## config.mk

```make
export PLATFORM = sky130hd
export DESIGN_NAME = key_seq_driver
export DESIGN_NICKNAME = d
export VERILOG_FILES = /design/src/rtl/key_seq_pkg.sv /design/src/rtl/seq_deadline_timer.sv /design/src/rtl/key_seq_driver.sv
export SDC_FILE = /design/constraint.sdc
export NUM_CORES = 1
export LEC_CHECK = 0
export ABC_AREA = 1
export CORE_MARGIN = 5
export CORE_UTILIZATION = 53
export DETAILED_ROUTE_END_ITERATION = 16
export GPL_TIMING_DRIVEN = 1
export PLACE_DENSITY = 0.84
export SLEW_MARGIN = 10
export SYNTH_ARGS = -nofsm -noshare
export SYNTH_HDL_FRONTEND = slang
export SYNTH_SLANG_ARGS = --single-unit
```

## constraint.sdc

```tcl
create_clock -name clk -period 1.9 [get_ports clk]
set_input_delay 0.19 -clock clk [delete_from_list [all_inputs] [get_ports clk]]
set_output_delay 0.19 -clock clk [all_outputs]
set_load 0.01 [all_outputs]
```

## src/rtl/key_seq_pkg.sv

```systemverilog
// Shared state encoding and default parameters for the key-sequence unlock driver.
package key_seq_pkg;

  typedef enum logic [2:0] {
    ST_IDLE     = 3'd0,
    ST_DRIVE    = 3'd1,
    ST_WAIT_ACK = 3'd2,
    ST_DONE     = 3'd3,
    ST_FAIL     = 3'd4
  } state_e;

  localparam int              DEF_INPUT_LEN = 4;
  localparam int              DEF_SEQ_LEN   = 4;
  localparam int              DEF_DEADLINE  = 5;
  localparam int              DEF_MAX_RETRY = 3;
  localparam logic [15:0]     DEF_KEY       = 16'h3A5C;

endpackage

```

## src/rtl/seq_deadline_timer.sv

```systemverilog
// Counts cycles spent waiting for acknowledge; flags the last permitted cycle.
module seq_deadline_timer #(
  parameter int DEADLINE = 5
) (
  input  logic clk,
  input  logic reset,
  input  logic clear,
  input  logic enable,
  output logic expired
);

  localparam int CNT_W = $clog2(DEADLINE + 1);

  logic [CNT_W-1:0] cnt_q, cnt_d;

  // Saturates at DEADLINE so the count can never wrap back into range.
  always_comb begin
    cnt_d = cnt_q;
    if (clear)
      cnt_d = '0;
    else if (enable && (cnt_q < CNT_W'(DEADLINE)))
      cnt_d = cnt_q + CNT_W'(1);
  end

  always_ff @(posedge clk or posedge reset) begin
    if (reset) cnt_q <= '0;
    else       cnt_q <= cnt_d;
  end

  assign expired = enable && !clear && (cnt_q == CNT_W'(DEADLINE - 1));

endmodule

```

## src/rtl/key_seq_driver.sv

```systemverilog
// Drives a packed unlock key onto a locked circuit's inputs, waits for ack,
// and retries a bounded number of times before raising a sticky fail flag.
module key_seq_driver
  import key_seq_pkg::*;
#(
  parameter int                           INPUT_LEN = DEF_INPUT_LEN,
  parameter int                           SEQ_LEN   = DEF_SEQ_LEN,
  parameter logic [SEQ_LEN*INPUT_LEN-1:0] KEY       = DEF_KEY,
  parameter int                           DEADLINE  = DEF_DEADLINE,
  parameter int                           MAX_RETRY = DEF_MAX_RETRY
) (
  input  logic                 clk,
  input  logic                 reset,
  input  logic                 start,
  input  logic                 abort,
  input  logic [INPUT_LEN-1:0] user_in,
  input  logic                 ack,
  output logic [INPUT_LEN-1:0] circ_in,
  output logic                 busy,
  output logic                 done,
  output logic                 fail,
  output logic [((SEQ_LEN > 1) ? $clog2(SEQ_LEN) : 1)-1:0] seq_idx
);

  localparam int IDX_W   = (SEQ_LEN > 1) ? $clog2(SEQ_LEN) : 1;
  localparam int RETRY_W = $clog2(MAX_RETRY + 1);

  state_e               state_q;
  logic [IDX_W-1:0]     seq_idx_q;
  logic [RETRY_W-1:0]   retry_q, retry_d;
  logic                 done_q, fail_q;
  logic                 tmr_expired;
  logic [INPUT_LEN-1:0] key_word;

  seq_deadline_timer #(.DEADLINE(DEADLINE)) u_timer (
    .clk     (clk),
    .reset   (reset),
    .clear   (state_q != ST_WAIT_ACK),
    .enable  (state_q == ST_WAIT_ACK),
    .expired (tmr_expired)
  );

  assign retry_d = (retry_q < RETRY_W'(MAX_RETRY)) ? retry_q + RETRY_W'(1) : retry_q;

  always_ff @(posedge clk or posedge reset) begin
    if (reset) begin
      state_q   <= ST_IDLE;
      seq_idx_q <= '0;
      retry_q   <= '0;
      done_q    <= 1'b0;
      fail_q    <= 1'b0;
    end else begin
      done_q <= 1'b0;
      if (abort) begin
        // fail is deliberately left untouched on abort.
        state_q   <= ST_IDLE;
        seq_idx_q <= '0;
        retry_q   <= '0;
      end else begin
        case (state_q)
          ST_IDLE, ST_FAIL: begin
            if (start) begin
              state_q   <= ST_DRIVE;
              seq_idx_q <= '0;
              retry_q   <= '0;
              fail_q    <= 1'b0;
            end
          end
          ST_DRIVE: begin
            if (seq_idx_q == IDX_W'(SEQ_LEN - 1))
              state_q <= ST_WAIT_ACK;
            else
              seq_idx_q <= seq_idx_q + IDX_W'(1);
          end
          ST_WAIT_ACK: begin
            if (ack) begin
              state_q <= ST_DONE;
              done_q  <= 1'b1;
            end else if (tmr_expired) begin
              retry_q <= retry_d;
              if (retry_d < RETRY_W'(MAX_RETRY)) begin
                state_q   <= ST_DRIVE;
                seq_idx_q <= '0;
              end else begin
                state_q <= ST_FAIL;
                fail_q  <= 1'b1;
              end
            end
          end
          ST_DONE: state_q <= ST_IDLE;
          default: state_q <= ST_IDLE;
        endcase
      end
    end
  end

  always_comb begin
    key_word = '0;
    for (int i = 0; i < SEQ_LEN; i++)
      if (seq_idx_q == IDX_W'(i)) key_word = KEY[i*INPUT_LEN +: INPUT_LEN];
  end

  // Key material only reaches the circuit while the registered state is DRIVE.
  always_comb begin
    circ_in = user_in;
    case (state_q)
      ST_DRIVE:             circ_in = key_word;
      ST_WAIT_ACK, ST_DONE: circ_in = '0;
      default:              circ_in = user_in;
    endcase
  end

  assign busy    = (state_q == ST_DRIVE) || (state_q == ST_WAIT_ACK) || (state_q == ST_DONE);
  assign done    = done_q;
  assign fail    = fail_q;
  assign seq_idx = seq_idx_q;

endmodule
```

[Word level (Yosys, flattened, before mapping)]
Index checks and enable logic that the tools add are counted.
Widths: inputs -> output; s select.
Word-level totals
  output and inout port bits: 9
  flip-flop bits (word level): 12
  logic and storage cells: 85
Cells by class
  equal/unequal tests: 20
  add/subtract/negate cells: 3
  reductions and logical operators: 18
  muxes and demuxes: 34
  magnitude comparators: 3
  bitwise operators: 1
Operator list (count)
  $mux 3: 8
  $mux 2: 10
  $ne 3x3->1 const B: 6
  $mux 4: 4
  $reduce_and 6->1: 2
  $pmux 3 s3: 1
  $ne 2x2->1 const B: 4
  $pmux 4 s2: 1
  $mux 1: 7
  $eq 3x2->1 const B: 2
  $eq 3x3->1 const B: 2
  $pmux 2 s3: 1
  $add 2x1->2 const B: 2
  $eq 2x2->1 const B: 2
  $lt 2x2->1 const B: 2
  $ne 4x4->1 const B: 1
  $pmux 2 s2: 1
  $reduce_and 4->1: 1
  $reduce_bool 2->1: 2
  $reduce_bool 4->1: 1
  $reduce_or 2->1: 2
  $add 3x1->3 const B: 1
  $eq 3x1->1 const B: 1
  $logic_and 1x1->1: 3
  11 further kinds: 12

[Longest topological paths before layout]
Gate-level depths: netlist of the first run.
  word-level depth: 8
  depth in mapped cells: 9
  gate-level depth less buffers: 9

[Modules after synthesis]
Synthesis of the first run repeated with hierarchy kept, for this count alone.
Second synthesis, totals
  cells, all modules: 128
  area, all modules: 948.4 sq um
Modules (own cells, without submodules)
  key_seq_driver: area each 750.7 sq um, times used 1, cells each 102, sequential area each 225.2 sq um
  seq_deadline_timer: area each 197.7 sq um, times used 1, cells each 26, sequential area each 75.1 sq um

[Worst setup path after synthesis of the first run]
Ideal clock, no wire load.
  path kind: flip-flop to output port
  start: reg seq_idx_q[0] (netlist: seq_idx[0])
  end: out circ_in[2]
  setup slack: 0.320 ns
  arrival: 1.390 ns
  path buffers: 0
  cell stages (with the launch flop): 5
  cell sequence: dfrtp_1 > inv_1 > ha_1 > or2_2 > o31ai_1
On the way
  longest elaborated chain between the ends: 6
RTL lines
  start: declaration: RTL line key_seq_driver.sv:29  | logic [IDX_W-1:0] seq_idx_q;
  start signal: assignment: RTL line key_seq_driver.sv:73  | seq_idx_q <= seq_idx_q + IDX_W'(1);
  $logic_not 2->1: RTL line key_seq_driver.sv:100  | if (seq_idx_q == IDX_W'(i)) key_word = KEY[i*INPUT_LEN +: INPUT_LEN];
  $mux 4 (3 in series): RTL line key_seq_driver.sv:100
  $mux 4 (*): RTL line key_seq_driver.sv:100
  $pmux 4 s2 (*): RTL line key_seq_driver.sv:106  | case (state_q)
  end: declaration: RTL line key_seq_driver.sv:18  | output logic [INPUT_LEN-1:0] circ_in,
Mark *: on every way between the ends. The rest lies on a longest branch, timed or not.

[Worst setup path in the final report of the first run]
  start: reg seq_idx_q[0] (netlist: seq_idx[0])
  end: out circ_in[1]
On the way
  longest elaborated chain between the ends: 5
RTL lines (RTL line)
  $eq 2x1->1: key_seq_driver.sv:100
  $mux 4 (2 in series): key_seq_driver.sv:100
  $mux 4 (*): key_seq_driver.sv:100
  $pmux 4 s2 (*): key_seq_driver.sv:106
Marks and branches as above.

==> impl_metrics.toml, run 1 <==
[outcome]
outcome = "complete, no violations"

[global_route]
grt_max_degree = 13
grt_usage_pct = 20.4
antenna_found_initial = 0
gr-total-overflow = 0
met2_usage_pct = 36.8
grt_pass1_wl_um = 4020
gr-usage-met3_pct = 3.85
grt_use_met1_pct = 24.1
grt_busiest_layer = "met2"
grt_pass1_vias = 870

[placement]
detailed_place.area_um2 = 1100
gp_congestion = 0.935
dp_hpwl_um = 1850
port_buffers = 17
placed_cells = 157

[cells_and_area]
fillerInstances = 125
layout.cells.most_common_list = "27 x nand2_1, 13 x clkdlybuf4s50_1, 12 x nor2_1, 12 x dfrtp_1"
area_growth_pct = 30.5
final_common_cell = "nand2_1"
final_cells = 162
final_cell_area_um2 = 1140
drive_gt1_share_pct = 25.3
antennaDiodeCount = 0
nets = 162

[clock_tree]
h-tree-depth = 1
path_clk_slew_ns = 0.09
cts_buffer_depth = 2
clk_latency_ns = 0.28
cts_tree = "yes"
cts.sinks = 12
cts_inserted_buffers = 3
cts-root-buf = "clkbuf_4"

[job]
maxCapViolCount = 0

[detailed_routing]
detail_route.iter0.violations = 53
ant_nets = 0
finalWirelength_um = 2490
wl_per_cell_um = 15.4
vias_per_cell = 5.67
first_pass_iters = 4
dr_total_vias = 919
remaining_drc_errors = 0

[yosys]
synth_area_um2 = 873
seq_area_frac_synth_pct = 34.4
netlist_instances = 119
synth_nets = 134
yosys.cell_types.count = 23
ys_ff_latch = 12
yosys_warnings = 0
avgSynthCellArea_um2 = 7.34

[worst_setup_path]
critPathTopFamily = "simple AND/OR/NAND/NOR gates"
crit_fanout = 4
critPathCaptureType = "output port"
required_ns = 1.71
slowest_stage = "dfrtp_1"
crit_type = "reg -> out"
crit_path_cell_trace = "inv_2 -> ha_2 -> or2_2 -> nand2_1 -> nand2_1 -> clkdlybuf4s15_1"
slowest_delay_ns = 0.44
path_common_cell = "nand2_1"
worstPathArrival_ns = 1.68
cp-start-kind = "register"
crit_buf_inv = 2

[worst_hold_path]
hold_path_class = "in -> async"

[sta]
final_max_slew_viol_count = 0
layout_min_cycle_time_ns = 1.87
slew_headroom_pct = 68.3
fin_worst_skew_ns = 0.00950
fmax_ghz = 0.536
tightest_slew_ns = 0.475
finalCritPeriodShare_pct = 98.2
hold_viol = 0
setup_viol = 0
hold_slack_ns = 0.207

[power_and_ir_drop]
leakage_nw = 0.586
p_per_area_nw_per_um2 = 1230
ir_drop_uv = 682
finalPower_w = 0.00140

[die]
die_x_um = 50.6
io_pins = 18
coreArea_um2 = 1540
die_y_um = 50.6
dieArea_um2 = 2560
rows = 14
initial_core_util_pct = 56.7
repair_timing:
item                       CTS  global route
gates cloned                 0             0
hold buffers                 0             0
hold endpoints to repair     0             0
setup buffers                0             1
gates resized for setup      9             8
setup endpoints to repair    4             4
per-layer routing:
| metal | vias to the layer above | wire, um |
|---|---|---|
| li1 | 443 | - |
| met1 | 426 | 985 |
| met2 | 46 | 1330 |
| met3 | 4 | 154 |
| met4 | 0 | 21 |
| met5 | - | 0 |
cell type report:
cell class	count	area [um2]	area share [%]
clock buffers	4	36.3	3.18
inverters	18	67.6	5.93
flip-flops and latches	12	300	26.3
multi-input cells	88	508	44.6
repair buffers	24	208	18.2
well taps	16	20.0	1.76
final timing paths:
path                                        start                endpoint  slack, ns  cells past startpoint
max reg2reg                seq_idx[0]$_DFFE_PP0P_  seq_idx[0]$_DFFE_PP0P_       0.40                     10
min                                         reset  state_q[1]$_DFFE_PP0P_       0.21                      2
max in group asynchronous                   reset  retry_q[0]$_DFFE_PP0P_       1.36                      2
min reg2reg                      fail$_DFFE_PP0P_        fail$_DFFE_PP0P_       0.48                      2
min in group clk                 fail$_DFFE_PP0P_        fail$_DFFE_PP0P_       0.48                      2
max                        seq_idx[0]$_DFFE_PP0P_              circ_in[1]       0.03                      6
flip-flops by register name (all words and copies together), names as in the netlist:
signal         flops
seq_idx            2
retry_q            2
done               1
u_timer.cnt_q      3
fail               1
state_q            3
Yosys cell counts:
cell	number	area, um2
nor2_1	12	45.0
ha_1	6	75.1
nor2_4	3	33.8
nand3_2	1	10.0
dfrtp_1	12	300
inv_1	11	41.3
nand3_1	5	25.0
a211oi_1	1	7.51
a21oi_1	2	10.0
a41oi_1	1	8.76
inv_2	7	26.3
nand4_1	5	31.3
nand2_2	5	31.3
o21ai_0	11	55.1
o21ai_2	1	8.76
nand2_1	27	101
or2_2	1	6.26
nor2_2	1	6.26
nand3_4	1	17.5
o21ai_1	2	10.0
o31ai_1	1	7.51
nor3_1	2	10.0
buf_2	1	5.00
logic make-up after synthesis:
kind of cell	synth area share, %
compound gates	12.3
flops	34.4
fa+ha+maj	8.60
buf+inv	8.31
simple gates	36.4
per-stage QoR:
step / worst slack (ns) / utilization, % / setup TNS (ns)
after floorplan: 0.320 / - / 0
after global placement: -0.00404 / 71.6 / -0.00404
after detailed placement: -0.0573 / 71.6 / -0.0573
after CTS: 0.00108 / 73.5 / 0
after global routing: -0.0347 / 73.9 / -0.0793
final: 0.0333 / 73.9 / 0
power by group:
| part | internal [W] | switching (W) | total, W | leakage, nW |
|---|---|---|---|---|
| combinational | 0.000334 | 0.000489 | 0.000824 | 0.400 |
| clock | 0.000117 | 0.000102 | 0.000218 | 0.0210 |
| sequential | 0.000300 | 0.0000602 | 0.000361 | 0.164 |
Power figures use the tool's default switching activity.
==> run 2: changes to the inputs <==
--- a/config.mk
+++ b/config.mk
@@ -7,10 +7,11 @@
 export LEC_CHECK = 0
 export ABC_AREA = 1
 export CORE_MARGIN = 5
-export CORE_UTILIZATION = 53
+export CORE_UTILIZATION = 65
 export DETAILED_ROUTE_END_ITERATION = 16
+export DONT_BUFFER_PORTS = 1
 export GPL_TIMING_DRIVEN = 1
-export PLACE_DENSITY = 0.84
+export PLACE_DENSITY = 0.83
 export SLEW_MARGIN = 10
 export SYNTH_ARGS = -nofsm -noshare
 export SYNTH_HDL_FRONTEND = slang
==> run 2 against run 1 <==
Effect of this change: clock power down 31%; non-clock buffer count fell by 23; via count shrank 13%; sequential power grew 3%; count of clock-buffer cells in the layout decreased by 1; power decreased by 22%; die area decreased by 15%; largest cell class unchanged; sequential cell count stayed put.
==> impl_metrics.toml, run 2 (same netlist as run 1, synthesis figures left out) <==
[power_and_ir_drop]
ir_drop_uv = 636
p_per_area_nw_per_um2 = 1180
leakage_nw = 0.481
seqPwrFrac_pct = 34.1
comb_power_share_pct = 52.1
power_frac_clock_pct = 13.8
power_switching_w = 0.000534
p_sw_share_pct = 48.9
intPower_w = 0.000559

[global_route]
grt_usage_pct = 21.0
grt_max_degree = 13
grt_pass1_vias = 796
gr-total-overflow = 0
antenna_found_initial = 0
grt_pass1_wl_um = 3230

[die]
io_pins = 18
dieArea_um2 = 2180
die_y_um = 46.7
die_x_um = 46.7
initial_core_util_pct = 68.0
coreArea_um2 = 1280
rows = 13

[cells_and_area]
drive_gt1_share_pct = 20.5
multiInputGateArea_um2 = 505
area_growth_pct = 6.02
largestRegisters = "state_q (3), u_timer.cnt_q (3)"
antennaDiodeCount = 0
final_common_cell = "nand2_1"
utilization_pct = 72.1
nets = 139
fillerInstances = 98
seq_area_um2 = 302
layout.cells.most_common_list = "27 x nand2_1, 12 x nor2_1, 11 x inv_1, 11 x o21ai_0, 11 x dfrtp_1"

[detailed_routing]
finalWirelength_um = 1880
vias_per_cell = 5.87
ant_nets = 0
first_pass_iters = 4
remaining_drc_errors = 0
detail_route.iter0.violations = 36
dr_total_vias = 804
wl_per_cell_um = 13.7

[clock_tree]
h-tree-depth = 1
cts_inserted_buffers = 3
clk_latency_ns = 0.27
path_clk_slew_ns = 0.06
cts.sinks = 12
cts-root-buf = "clkbuf_4"
post_cts_buffers = 0
cts_tree = "yes"
cts_buffer_depth = 2

[outcome]
outcome = "complete, no violations"

[sta]
tightest_slew_ns = 0.458
setup_viol = 0
rsz0062_at_grt = "no"
final_max_slew_viol_count = 0
fmax_ghz = 0.558
finalCritPeriodShare_pct = 94.4
fin_setup_tns_ns = 0
hold_slack_ns = 0.0951
slew_headroom_pct = 69.4
layout_min_cycle_time_ns = 1.79
fin_worst_skew_ns = 0.0116
hold_viol = 0

[placement]
gp_congestion = 0.807
port_buffers = 0
dp_hpwl_um = 1390

[worst_setup_path]
cp-start-kind = "register"
slowest_delay_ns = 0.43
rrSetupSlack_ns = 0.47
critPathTopFamily = "flip-flops"
crit_buf_inv = 1
worstPathArrival_ns = 1.60
critPathCaptureType = "output port"
crit_path_cell_trace = "inv_1 -> ha_1 -> or2_2 -> o31ai_2"
crit_fanout = 6
crit_type = "reg -> out"
required_ns = 1.71
slowest_stage = "dfrtp_2"

[worst_hold_path]
hold_path_class = "in -> reg"

[job]
maxCapViolCount = 0
## run 2: final timing paths
kind	end	cells past startpoint	startpoint
min reg2reg	retry_q[0]$_DFFE_PP0P_	2	retry_q[0]$_DFFE_PP0P_
min	retry_q[1]$_DFFE_PP0P_	3	abort
max	circ_in[2]	4	seq_idx[0]$_DFFE_PP0P_
min in group asynchronous	state_q[2]$_DFFE_PP0P_	2	reset
max reg2reg	seq_idx[0]$_DFFE_PP0P_	9	u_timer.cnt_q[0]$_DFFE_PP0P_
max in group asynchronous	seq_idx[0]$_DFFE_PP0P_	2	reset
## run 2: worst reg2reg max path, cell delays in order (launching register included)
cell and delay (ns):
dfrtp_1 0.39, inv_1 0.11, ha_1 0.17, nand2_1 0.09, nand4_1 0.17, nand2_2 0.08
nor2_4 0.14, nand2_2 0.06, nand2_1 0.05, nand2_1 0.05
## run 2: stage by stage
step / cells / worst slack, ns / instance area, um2 / power [W]
global placement: 133 / 0.258 / 887 / 0.000906
finish: 137 / 0.106 / 926 / 0.00109
CTS: 137 / 0.0105 / 925 / 0.00109
global route: 137 / 0.0161 / 926 / 0.00119
detailed placement: 133 / 0.217 / 887 / 0.000923
floorplan: 119 / 0.320 / 873 / 0.000826
## run 2: per-layer routing
layer	up-vias	GRT usage [%]	routed length, um
met5	-	0	0
met4	0	14.4	55
met3	8	6.64	166
met2	42	33.2	890
met1	362	23.6	768
li1	392	-	-
## run 2: cell type report
class	count	area share [%]
Multi-Input combinational cell	88	54.6
Sequential cell	12	32.6
Timing Repair Buffer	1	1.08
Clock buffer	3	2.43
Inverter	18	7.30
Tap cell	15	2.03
## run 2: power by group through the flow
stage / Sequential (W) / Clock [W] / Combinational (W)
2_1_floorplan: 0.000365 / 0 / 0.000461
5_1_grt: 0.000383 / 0.000167 / 0.000643
6_report: 0.000373 / 0.000151 / 0.000570
3_3_place_gp: 0.000373 / 0 / 0.000533
3_5_place_dp: 0.000376 / 0 / 0.000547
4_1_cts: 0.000371 / 0.000154 / 0.000568
## run 2: repair_timing
action                     4_1_cts  5_1_grt
hold buffers                     1        0
gates cloned                     0        0
hold endpoints to repair        12        0
gates resized for setup          1        1
setup endpoints to repair        1        1
